File: config.mk
export PLATFORM = sky130hd
export DESIGN_NAME = password_verify
export DESIGN_NICKNAME = d
export VERILOG_FILES = /design/src/rtl/door_sec_pkg.sv /design/src/rtl/door_countdown.sv /design/src/rtl/password_verify.sv
export SDC_FILE = /design/constraint.sdc
export NUM_CORES = 1
export LEC_CHECK = 0
export ABC_AREA = 1
export CAP_MARGIN = 20
export CORE_MARGIN = 5
export CORE_UTILIZATION = 45
export CTS_CLUSTER_DIAMETER = 40
export DETAILED_ROUTE_END_ITERATION = 10
export PLACE_DENSITY = 0.88
export SYNTH_ARGS = -nofsm -noshare
export SYNTH_HDL_FRONTEND = slang
export SYNTH_SLANG_ARGS = --single-unit
File: constraint.sdc
create_clock -name clk -period 5.5 [get_ports clk]
set_input_delay 1.1 -clock clk [delete_from_list [all_inputs] [get_ports clk]]
set_output_delay 1.1 -clock clk [all_outputs]
set_load 0.005 [all_outputs]
File: src/rtl/door_sec_pkg.sv
// Shared types, widths and the password-bank slice helper for the door security block.
package door_sec_pkg;

  localparam int DIGIT_W   = 4;
  localparam int PW_W      = 16;
  localparam int USER_W    = 4;
  localparam int MAX_USERS = (1 << USER_W) - 1;
  localparam int BANK_W    = MAX_USERS * PW_W;

  typedef enum logic [2:0] {
    IDLE,
    CHECK,
    GRANT,
    DENY,
    LOCKOUT
  } state_t;

  // Bank is zero-padded to the widest id range; id 0 has no slot.
  function automatic logic [PW_W-1:0] pw_slice(input logic [BANK_W-1:0] bank,
                                               input logic [USER_W-1:0] id);
    logic [PW_W-1:0] slice;
    slice = '0;
    if (id != '0) slice = bank[(int'(id) - 1) * PW_W +: PW_W];
    return slice;
  endfunction

endpackage

File: src/rtl/door_countdown.sv
// Loadable down-counter that saturates at zero; shared by the unlock and lockout windows.
module door_countdown #(
  parameter int W = 8
) (
  input  logic         clk,
  input  logic         reset,
  input  logic         load,
  input  logic         dec,
  input  logic [W-1:0] load_value,
  output logic [W-1:0] value,
  output logic         zero
);

  always_ff @(posedge clk or posedge reset) begin
    if (reset) begin
      value <= '0;
    end else if (load) begin
      value <= load_value;
    end else if (dec && value != '0) begin
      value <= value - 1'b1;
    end
  end

  assign zero = (value == '0);

endmodule

File: src/rtl/password_verify.sv
// Latches a keypad entry on an enter press, checks it against the user's stored
// password, then holds unlock, pulses deny, or enters a timed lockout.
module password_verify
  import door_sec_pkg::*;
#(
  parameter int NUM_USERS     = 10,
  parameter int MAX_FAILS     = 3,
  parameter int UNLOCK_CYCLES = 50_000_000,
  parameter int LOCK_CYCLES   = 500_000_000,
  localparam int FW           = $clog2(MAX_FAILS + 1)
) (
  input  logic                      clk,
  input  logic                      reset,
  input  logic                      enter,
  input  logic [USER_W-1:0]         user_id,
  input  logic [DIGIT_W-1:0]        digit4,
  input  logic [DIGIT_W-1:0]        digit3,
  input  logic [DIGIT_W-1:0]        digit2,
  input  logic [DIGIT_W-1:0]        digit1,
  input  logic [NUM_USERS*PW_W-1:0] stored_pw,
  output logic                      unlock,
  output logic                      deny,
  output logic                      locked,
  output logic [FW-1:0]             fail_cnt,
  output logic                      busy
);

  localparam int TMAX = (UNLOCK_CYCLES > LOCK_CYCLES) ? UNLOCK_CYCLES : LOCK_CYCLES;
  localparam int TW   = (TMAX > 1) ? $clog2(TMAX) : 1;

  state_t            state;
  logic              enter_q;
  logic [USER_W-1:0] id_lat;
  logic [PW_W-1:0]   entry;
  logic [BANK_W-1:0] bank_ext;
  logic              id_valid;
  logic              match;
  logic [FW:0]       fail_next;
  logic              lock_hit;
  logic              timer_load;
  logic              timer_dec;
  logic [TW-1:0]     timer_load_value;
  logic [TW-1:0]     timer_value;
  logic              timer_zero;

  generate
    if (NUM_USERS < MAX_USERS) begin : g_pad
      assign bank_ext = {{((MAX_USERS - NUM_USERS) * PW_W){1'b0}}, stored_pw};
    end else begin : g_full
      assign bank_ext = stored_pw;
    end
  endgenerate

  assign id_valid  = (id_lat != '0) && (int'(id_lat) <= NUM_USERS);
  assign match     = id_valid && (pw_slice(bank_ext, id_lat) == entry);
  assign fail_next = {1'b0, fail_cnt} + 1'b1;
  assign lock_hit  = (fail_next == (FW+1)'(MAX_FAILS));

  // Only GRANT and LOCKOUT use the timer, so a denial leaves it untouched.
  assign timer_load       = (state == CHECK) && (match || lock_hit);
  assign timer_load_value = match ? TW'(UNLOCK_CYCLES - 1) : TW'(LOCK_CYCLES - 1);
  assign timer_dec        = (state == GRANT) || (state == LOCKOUT);

  door_countdown #(
    .W(TW)
  ) u_timer (
    .clk       (clk),
    .reset     (reset),
    .load      (timer_load),
    .dec       (timer_dec),
    .load_value(timer_load_value),
    .value     (timer_value),
    .zero      (timer_zero)
  );

  // enter_q resets high so a button held through reset release is not a press.
  always_ff @(posedge clk or posedge reset) begin
    if (reset) begin
      state    <= IDLE;
      enter_q  <= 1'b1;
      id_lat   <= '0;
      entry    <= '0;
      unlock   <= 1'b0;
      deny     <= 1'b0;
      locked   <= 1'b0;
      fail_cnt <= '0;
      busy     <= 1'b0;
    end else begin
      enter_q <= enter;
      unique case (state)
        IDLE: begin
          if (enter && !enter_q) begin
            id_lat <= user_id;
            entry  <= {digit4, digit3, digit2, digit1};
            busy   <= 1'b1;
            state  <= CHECK;
          end
        end
        CHECK: begin
          if (match) begin
            fail_cnt <= '0;
            unlock   <= 1'b1;
            state    <= GRANT;
          end else if (lock_hit) begin
            fail_cnt <= FW'(MAX_FAILS);
            locked   <= 1'b1;
            state    <= LOCKOUT;
          end else begin
            fail_cnt <= fail_next[FW-1:0];
            deny     <= 1'b1;
            state    <= DENY;
          end
        end
        GRANT: begin
          if (timer_zero) begin
            unlock <= 1'b0;
            busy   <= 1'b0;
            state  <= IDLE;
          end
        end
        DENY: begin
          deny  <= 1'b0;
          busy  <= 1'b0;
          state <= IDLE;
        end
        LOCKOUT: begin
          if (timer_zero) begin
            locked   <= 1'b0;
            fail_cnt <= '0;
            busy     <= 1'b0;
            state    <= IDLE;
          end
        end
        default: state <= IDLE;
      endcase
    end
  end

endmodule

* Word-level counts from Yosys, hierarchy flattened
Index checks and enable logic that the tools add are counted.
** Cells by class
- Add/subtract/negate cells :: 3
- Magnitude comparators :: 1
- Equal/unequal tests :: 14
- Shifts and indexed selects :: 1
- Multiplexer cells :: 24
- Reductions and logical operators :: 25
** Operators by type and width (number)
- 240-bit by 9-bit indexed part select with 16-bit output :: 1
- 29-bit 2-to-1 mux :: 3
- 29-bit zero test :: 1
- 29-bit nonzero test :: 1
- 29-bit by 1-bit subtractor with 29-bit output, second input constant :: 1
- 16-bit == test :: 1
- 16-bit 2-to-1 mux :: 1
- 2-bit inequality test, second input constant :: 7
- 3-bit 2-to-1 mux :: 4
- 3-bit by 2-bit == test with 1-bit output, second input constant :: 3
- 3-bit case mux with 3 select lines :: 1
- 3-bit AND reduction :: 3
- 2-bit nonzero test :: 4
- 1-bit 2-to-1 mux :: 7
- 2-bit 2-to-1 mux :: 3
- 1-bit case mux with 2 select lines :: 3
- 2-bit AND reduction :: 3
- 1-bit logical AND :: 5
- 4-bit by 1-bit subtractor with 5-bit output, second input constant :: 1
- 4-bit <= comparator, second input constant :: 1
- 2-bit case mux with 2 select lines :: 1
- 4-bit AND reduction :: 1
- 4-bit nonzero test :: 1
- 2-bit by 1-bit adder with 3-bit output, second input constant :: 1
- other kinds (9) :: 10
** Word-level totals
- Register bits after elaboration :: 59
- Logic and storage cells :: 78

* Logic depth before layout (Yosys ltp)
Gate-level depths: netlist (run 1).
- Depth after elaboration :: 8
- Mapped depth :: 27
- Mapped depth without buffers :: 21

* By module
From an unflattened synthesis (run 1), not the netlist that was laid out.
** Second synthesis, totals
- Cell total of the unflattened synthesis :: 973
- Area total of the unflattened synthesis :: 5684.2 um^2
** Modules (own cells, without submodules)
- password_verify :: instances 1, cells an instance 596, area each 3268.1 um^2, seq. area each 752.0 um^2
- door_countdown :: instances 1, cells an instance 377, area each 2416.1 um^2, seq. area each 725.7 um^2

* Worst setup path before layout (run 1)
No wires, ideal clock.
- Path kind :: flip-flop to flip-flop
- Start :: register id_lat[0]
- End :: register u_timer.value[20]
- Setup time :: 0.117 ns
- Arrival time :: 2.746 ns
- Data required time :: 5.383 ns
- Setup slack :: 2.637 ns
- Stages on the path, launching flop included :: 24
- Path buffers :: 5
- Path through :: dfrtp_1 > buf_4 > inv_2 > buf_6 > buf_4 > ha_1 > inv_2 > clkbuf_1 > nand3_1 > nand3_1 > nand3_1 > nand3_1 > nand2_1 > nor2_1 > nand2_1 > nor2_2 > nand3_1 > nand2_1 > nand2_2 > buf_6 > nand2_1 > nand2_1 > nand2_1 > nand2_1
** Between the ends
- Cells in the longest elaborated chain, start to end :: 8
- Elaborated cells between the ends (all ways) :: 13
** Ends and longest elaborated chain
- from (decl) :: line password_verify.sv:33 : logic [USER_W-1:0] id_lat;
- from (signal assigned) :: line password_verify.sv:93 : id_lat <= user_id;
- 4-bit by 1-bit subtractor with 5-bit output :: line door_sec_pkg.sv:23 : if (id != '0) slice = bank[(int'(id) - 1) * PW_W +: PW_W];
- 240-bit by 9-bit indexed part select with 16-bit output :: line door_sec_pkg.sv:23
- 16-bit 2-to-1 mux :: line door_sec_pkg.sv:23
- 16-bit == test :: line password_verify.sv:55 : assign match = id_valid && (pw_slice(bank_ext, id_lat) == entry);
- 1-bit logical AND * :: line password_verify.sv:55
- 1-bit logical OR :: line password_verify.sv:60 : assign timer_load = (state == CHECK) && (match || lock_hit);
- 1-bit logical AND :: line password_verify.sv:60
- 29-bit 2-to-1 mux or 2-bit nonzero test (tied branches)
- to (signal assigned) :: line door_countdown.sv:18 : value <= load_value;
- to (signal assigned) :: line door_countdown.sv:20 : value <= value - 1'b1;
- to (decl) :: line door_countdown.sv:10 : output logic [W-1:0] value,
Mark *: on every way between the ends. The rest lies on a longest branch, timed or not.
A chain may end at the register's enable or synchronous reset.

* Worst setup path in the final report (run 1)
- Start :: register id_lat[1]
- End :: register u_timer.value[10]
The elaborated chain is that of the path after synthesis.

==> results.ini, run 1 <==
[status]
status = complete, no violations

[setup_path]
slowest_stage = nand2_2
startpoint_type = register
worst-setup-path-type = register to register
worstPathCellList = inv_1, ha_1, buf_4, inv_2, o21ai_0, o21ai_1, nand2_1, nand3_1, nand3b_1, nand3_1, nor2_2, nand3_1, nand2_1, nand2_2, nand2_2, nand2_1, nand2_1
worstPathMaxFanout = 41
worstPathArrival_ns = 4.10
cp_top_family = simple AND/OR/NAND/NOR gates
critPathMostFrequentCell = nand2_1
worst_path_largest_cell_delay_ns = 0.56
crit_required_ns = 5.71
endpoint_kind = register
crit_buf_inv = 3

[yosys]
synth_top_cell_by_area = dfrtp_1
synth_common_cells = 310 x nand2_1, 134 x nand3_1, 92 x inv_1
syn_nets = 1041
synth_seq_area_share_pct = 28.4
synthDominantCellAreaShare_pct = 27.9
syn_avg_cell_area_um2 = 6.09
yosys_warnings = 0
synth_most_common_cell = nand2_1
syn_area_um2 = 5200
synth_edf_count = 0
synthFlopType = dfrtp_1
synth_cell_types = 40
async_flop_share_pct = 100
ys_ff_latch = 59
synthTopCellsByArea = dfrtp_1 28%, nand2_1 22%, nand3_1 13%, inv_1 6.6%, nor2_1 5.6%
synth_cells = 854

[sta]
finalSetupViolCount = 0
final-max-slew-violation-count = 0
tightest_slew_ns = 0.852
period_minus_slack_ns = 3.88
setup_tns_ns = 0
fin_crit_sh_pct = 70.6
rsz0062_at_grt = no
clock_skew_ns = 0.00674
fmax_ghz = 0.258
final_hold_viol_count = 0
slew_headroom_pct = 43.2

[cells_and_area]
fin_util_pct = 64.7
area_delta_synth_final_pct = 41.3
layout.nets = 1206
layout-drive-gt1-share_pct = 4.30
n_antenna_cell = 0

[cts]
h-tree-depth = 3
clk_pin_slew_ns = 0.05
tritoncts = built
postCtsResizedCells = 0
post_cts_buffers = 0
cts_num_sinks = 59
cts_hold_buf = 0
clk_latency_ns = 0.33
cts.root.buffer_cell = clkbuf_16
numCtsBuffers = 9
clockBufferDepth = 2

[flow_run]
cap_viol_max_count = 0

[pwr]
power_density_nw_per_um2 = 163
p_leak_nw = 3.73
max-vdd-ir-drop_v = 0.000237

[route]
first_pass_iters = 5
wl_per_cell_um = 15.5
drt-initial-drc-count = 636
postRouteAntennaNets = 0
route.vias.total = 6066
wirelength_mm = 18.1
drcViolationCount = 0
via_per_inst = 5.20

[die]
start_util_pct = 45.8
coreArea_um2 = 11400
rows = 39
ios = 189
die_w_um = 118
die_area_um2 = 13800
die_y_um = 118

[global_route]
grt_usage_pct = 25.6
grt_max_degree = 81
grt_pass1_wl_mm = 29.3
antenna_found_initial = 0
grt_pass1_vias = 5735
grt_overflow = 0

[placement]
io_buffers = 188
hpwlAfterDp_mm = 13.7
place.gp.congestion = 0.894

[hold_path]
hp-class = register to register

==> worst reg2reg max path, cell delays in order (launching register included) <==
cell	delay (ns)
dfrtp_1	0.38
inv_1	0.17
ha_1	0.27
buf_4	0.25
inv_2	0.53
o21ai_0	0.19
o21ai_1	0.19
nand2_1	0.07
nand3_1	0.09
nand3b_1	0.09
nand3_1	0.14
nor2_2	0.06
nand3_1	0.09
nand2_1	0.10
nand2_2	0.56
nand2_2	0.37
nand2_1	0.17
nand2_1	0.06
==> stage by stage <==
stage	hold slack (ns)	power (mW)	std cells	setup slack, ns	instance area [um2]
finish	0.486	1.20	1167	1.62	7350
global route	0.507	1.24	1167	1.22	7350
CTS	0.486	1.21	1167	1.67	7350
detailed placement	0.475	0.620	1151	1.65	7040
global placement	0.465	0.618	1151	1.71	7040
floorplan	0.465	0.480	854	2.64	5200
==> worst paths after layout <==
path | from | slack (ns) | end | cells past startpoint
max | id_lat[1] | 1.62 | u_timer.value[10] | 17
max reg2reg | id_lat[1] | 1.62 | u_timer.value[10] | 17
min | locked | 0.49 | locked | 2
min in group asynchronous | reset | 1.26 | u_timer.value[11] | 2
min reg2reg | locked | 0.49 | locked | 2
max in group asynchronous | reset | 3.44 | id_lat[0] | 3
==> cells in the final DEF (no fill, tap or decap), drive strengths merged, types with 5 or more instances in the layout <==
| cell | count |
|---|---|
| mux2 | 6 |
| o21ai | 33 |
| nand3b | 6 |
| a21oi | 18 |
| nor2 | 80 |
| clkdlybuf4s50 | 188 |
| nand3 | 134 |
| nor3 | 7 |
| nand2 | 316 |
| xnor2 | 8 |
| inv | 96 |
| dfrtp | 58 |
| mux2i | 10 |
| a21boi | 5 |
| xor2 | 12 |
| nand4 | 5 |
| buf | 6 |
| clkbuf | 11 |
==> per-layer routing <==
| metal | routed length [um] | part of all wire (%) | global-route usage [%] | vias up |
|---|---|---|---|---|
| met5 | 0 | 0 | 0 | - |
| met4 | 605 | 3.3 | 8.32 | 0 |
| met3 | 1370 | 7.6 | 5.77 | 44 |
| met2 | 8840 | 49 | 42.6 | 267 |
| met1 | 7290 | 40 | 33.0 | 2724 |
| li1 | - | - | - | 3031 |
==> power breakdown <==
| part | leakage [nW] | total [mW] | switching [mW] | internal, mW |
|---|---|---|---|---|
| Sequential | 0.670 | 0.435 | 0.0000901 | 0.435 |
| Combinational | 2.91 | 0.177 | 0.0484 | 0.128 |
| Clock | 0.150 | 0.586 | 0.192 | 0.395 |
| Total | 3.73 | 1.20 | 0.240 | 0.958 |
==> area by class of cell <==
cell class | instances | area [um2]
clock buffers | 11 | 233
clock inverters | 5 | 77.6
well taps | 143 | 179
flip-flops and latches | 59 | 1480
fillers | 1005 | 4020
repair buffers | 194 | 1930
multi-input cells | 658 | 3090
inverters | 97 | 364
==> state kept, by name, summed over array words and instances, names as in the netlist <==
name / flops
locked: 1
fail_cnt: 2
u_timer.value: 29
entry: 16
deny: 1
id_lat: 4
unlock: 1
state: 3
enter_q: 1
busy: 1
==> cells by family (layout without fill, tap and decap cells) <==
family | after synthesis | after routing | synth area share, %
and+or+nand+nor | 555 | 555 | 45.3
adders and majority gates | 4 | 4 | 0.962
muxes | 16 | 16 | 3.22
DFF | 59 | 59 | 28.4
AOI/OAI and AO/OA | 63 | 63 | 6.64
buffers and inverters | 137 | 307 | 12.1
xor gates and xnor gates | 20 | 20 | 3.37
No activity file was read; power rests on OpenSTA's default activity.
==> inputs of run 2 (changes only) <==
--- a/config.mk
+++ b/config.mk
@@ -8,10 +8,10 @@
 export ABC_AREA = 1
 export CAP_MARGIN = 20
 export CORE_MARGIN = 5
-export CORE_UTILIZATION = 45
+export CORE_UTILIZATION = 42
 export CTS_CLUSTER_DIAMETER = 40
 export DETAILED_ROUTE_END_ITERATION = 10
-export PLACE_DENSITY = 0.88
+export PLACE_DENSITY = 0.86
 export SYNTH_ARGS = -nofsm -noshare
 export SYNTH_HDL_FRONTEND = slang
 export SYNTH_SLANG_ARGS = --single-unit
==> constraint.sdc (replaced) <==
create_clock -name clk -period 3.3 [get_ports clk]
set_input_delay 0.66 -clock clk [delete_from_list [all_inputs] [get_ports clk]]
set_output_delay 0.66 -clock clk [all_outputs]
set_load 0.005 [all_outputs]
==> run 2 against run 1 <==
Against the previous run: sequential cell count unchanged; global-route usage is 1.5 points lower; clock power up 65%; routed wire length rose by 0.68%; die area up 6.5%; register-to-register slack worse by 1.4 ns; critical path type unchanged.
==> results.ini, run 2 (same netlist as run 1, synthesis figures left out) <==
[cells_and_area]
fin_util_pct = 62.2  ; -2.4 points
n_antenna_cell = 0  ; unchanged
final_cells = 1198  ; +2.7%
regMostFlops = u_timer.value
layout-drive-gt1-share_pct = 5.24  ; +0.95 points
top_regs = u_timer.value (29), entry (16), id_lat (4)
area_delta_synth_final_pct = 44.3
layout.nets = 1212  ; +0.50%
layout_common_cells = 310 x nand2_1, 188 x clkdlybuf4s50_1, 134 x nand3_1, 90 x inv_1, 76 x nor2_1
final_common_cell = nand2_1
largest_register_ffs = 29  ; unchanged

[pwr]
p_leak_nw = 3.80  ; +2.0%
max-vdd-ir-drop_v = 0.000313  ; +32%
power_density_nw_per_um2 = 265  ; +62%

[global_route]
grt_pass1_vias = 5650  ; -1.5%
grt_usage_pct = 24.2  ; -1.5 points
antenna_found_initial = 0  ; unchanged
grt_max_degree = 81  ; unchanged
grt_pass1_wl_mm = 28.4  ; -2.9%
grt_overflow = 0  ; unchanged

[sta]
final-max-slew-violation-count = 0  ; unchanged
slew_headroom_pct = 54.4  ; +11 points
period_minus_slack_ns = 3.05  ; -0.833 ns
final_hold_viol_count = 0  ; unchanged
fin_crit_sh_pct = 92.4  ; +22 points
rsz0062_at_grt = no
fmax_ghz = 0.328  ; +27%
finalSetupViolCount = 0  ; unchanged
clock_skew_ns = 0.00422  ; -0.00253 ns
tightest_slew_ns = 0.682  ; -0.170 ns
setup_tns_ns = 0  ; unchanged

[setup_path]
worst-setup-path-type = register to register
startpoint_type = register
worstPathMaxFanout = 75  ; +83%
endpoint_kind = register
crit_required_ns = 3.51  ; -2.20 ns
reg2reg_depth = 18  ; +1
worstPathArrival_ns = 3.26  ; -0.84 ns

[die]
rows = 40  ; +2.6%
die_area_um2 = 14700  ; +6.5%
die_y_um = 121  ; +3.2%
ios = 189  ; unchanged
coreArea_um2 = 12100  ; +6.1%
start_util_pct = 43.1  ; -2.6 points
die_w_um = 121  ; +3.2%

[placement]
hpwlAfterDp_mm = 13.9  ; +1.3%
place_inst = 1182  ; +2.7%
place.gp.congestion = 0.910  ; +1.8%
io_buffers = 188  ; unchanged

[cts]
cts_hold_buf = 0  ; unchanged
clk_pin_slew_ns = 0.05  ; about the same
clockBufferDepth = 2  ; unchanged
cts.root.buffer_cell = clkbuf_16
tritoncts = built
cts_num_sinks = 59  ; unchanged
h-tree-depth = 3  ; unchanged
numCtsBuffers = 9  ; unchanged
clk_latency_ns = 0.33  ; about the same

[route]
drt-initial-drc-count = 524  ; -18%
wirelength_mm = 18.2  ; +0.68%
postRouteAntennaNets = 0  ; unchanged
via_per_inst = 5.04  ; -3.0%
wl_per_cell_um = 15.2  ; -1.9%
route.vias.total = 6040  ; -0.43%
drcViolationCount = 0  ; unchanged
first_pass_iters = 5  ; unchanged

[hold_path]
hp-class = register to register
whs_path_depth = 2  ; unchanged

[status]
status = complete, no violations

[flow_run]
cap_viol_max_count = 0  ; unchanged

==> run 2: cell count changes in the layout (fill, tap and decap cells not counted), sizes merged <==
cell,change
bufinv,-1
buf,+6
clkbuf,+1
==> run 2: final cells by class <==
type,instances,area [um2]
clock buffer,12,267
clock inverter,4,47.5
timing repair buffer,200,2040
fill,1080,4560
sequential,59,1480
multi-input combinational,658,3100
tap,168,210
inverter,97,364
==> run 2: repair_timing <==
| item | CTS | global route |
|---|---|---|
| setup buffers | 0 | 0 |
| gates resized for setup | 0 | 6 |
| endpoints found under the setup margin | 0 | 16 |
==> run 2: worst paths after layout <==
kind                                start           endpoint  slack [ns]
worst max-delay path            id_lat[0]  u_timer.value[12]        0.25
worst min-delay path               locked             locked        0.48
worst max register to register  id_lat[0]  u_timer.value[12]        0.25
worst min register to register     locked             locked        0.48
max in group asynchronous           reset  u_timer.value[27]        1.94
min in group asynchronous           reset   u_timer.value[1]        0.76
==> run 2: through the flow <==
step                hold WS (ns)  setup slack [ns]  power (mW)  area [um2]
finish                     0.478             0.250        1.99        7510
global route               0.536            0.0417        2.06        7510
floorplan                  0.465             0.437       0.801        5200
detailed placement         0.474             0.182        1.03        7180
CTS                        0.485             0.198        2.01        7490
global placement           0.472             0.285        1.03        7180
==> run 2: power by group <==
group,internal (mW),switching (mW)
logic,0.216,0.0806
clock network,0.642,0.322
registers,0.726,0.000133
==> run 2: metal layers <==
layer	vias up	GRT usage [%]	wire (um)
met1	2752	29.9	7620
li1	3038	-	-
met3	46	5.64	1290
met4	0	9.87	682
met2	204	40.3	8640
met5	-	0	0
==> run 2: worst max-delay path: stages, from the launching register on <==
cell and delay [ns]:
dfrtp_2 0.42, inv_2 0.09, buf_12 0.28, nand4_2 0.12, nand2_2 0.30, nand3_1 0.23
nand3_1 0.19, nand2_1 0.07, nor2_1 0.11, nand2_1 0.09, nor2_2 0.12, nand3_1 0.11
nand2_1 0.17, nand2_4 0.16, buf_12 0.20, nand2_1 0.06, nand2_1 0.04, nand2_1 0.07
nand2_1 0.06
==> inputs of run 3 (changes only) <==
--- a/config.mk
+++ b/config.mk
@@ -12,6 +12,7 @@
 export CTS_CLUSTER_DIAMETER = 40
 export DETAILED_ROUTE_END_ITERATION = 10
 export PLACE_DENSITY = 0.86
+export SKIP_CTS_REPAIR_TIMING = 1
 export SYNTH_ARGS = -nofsm -noshare
 export SYNTH_HDL_FRONTEND = slang
 export SYNTH_SLANG_ARGS = --single-unit
==> results of run 3 <==
No change in the layout: final DEF, timing and power equal those of run 2.
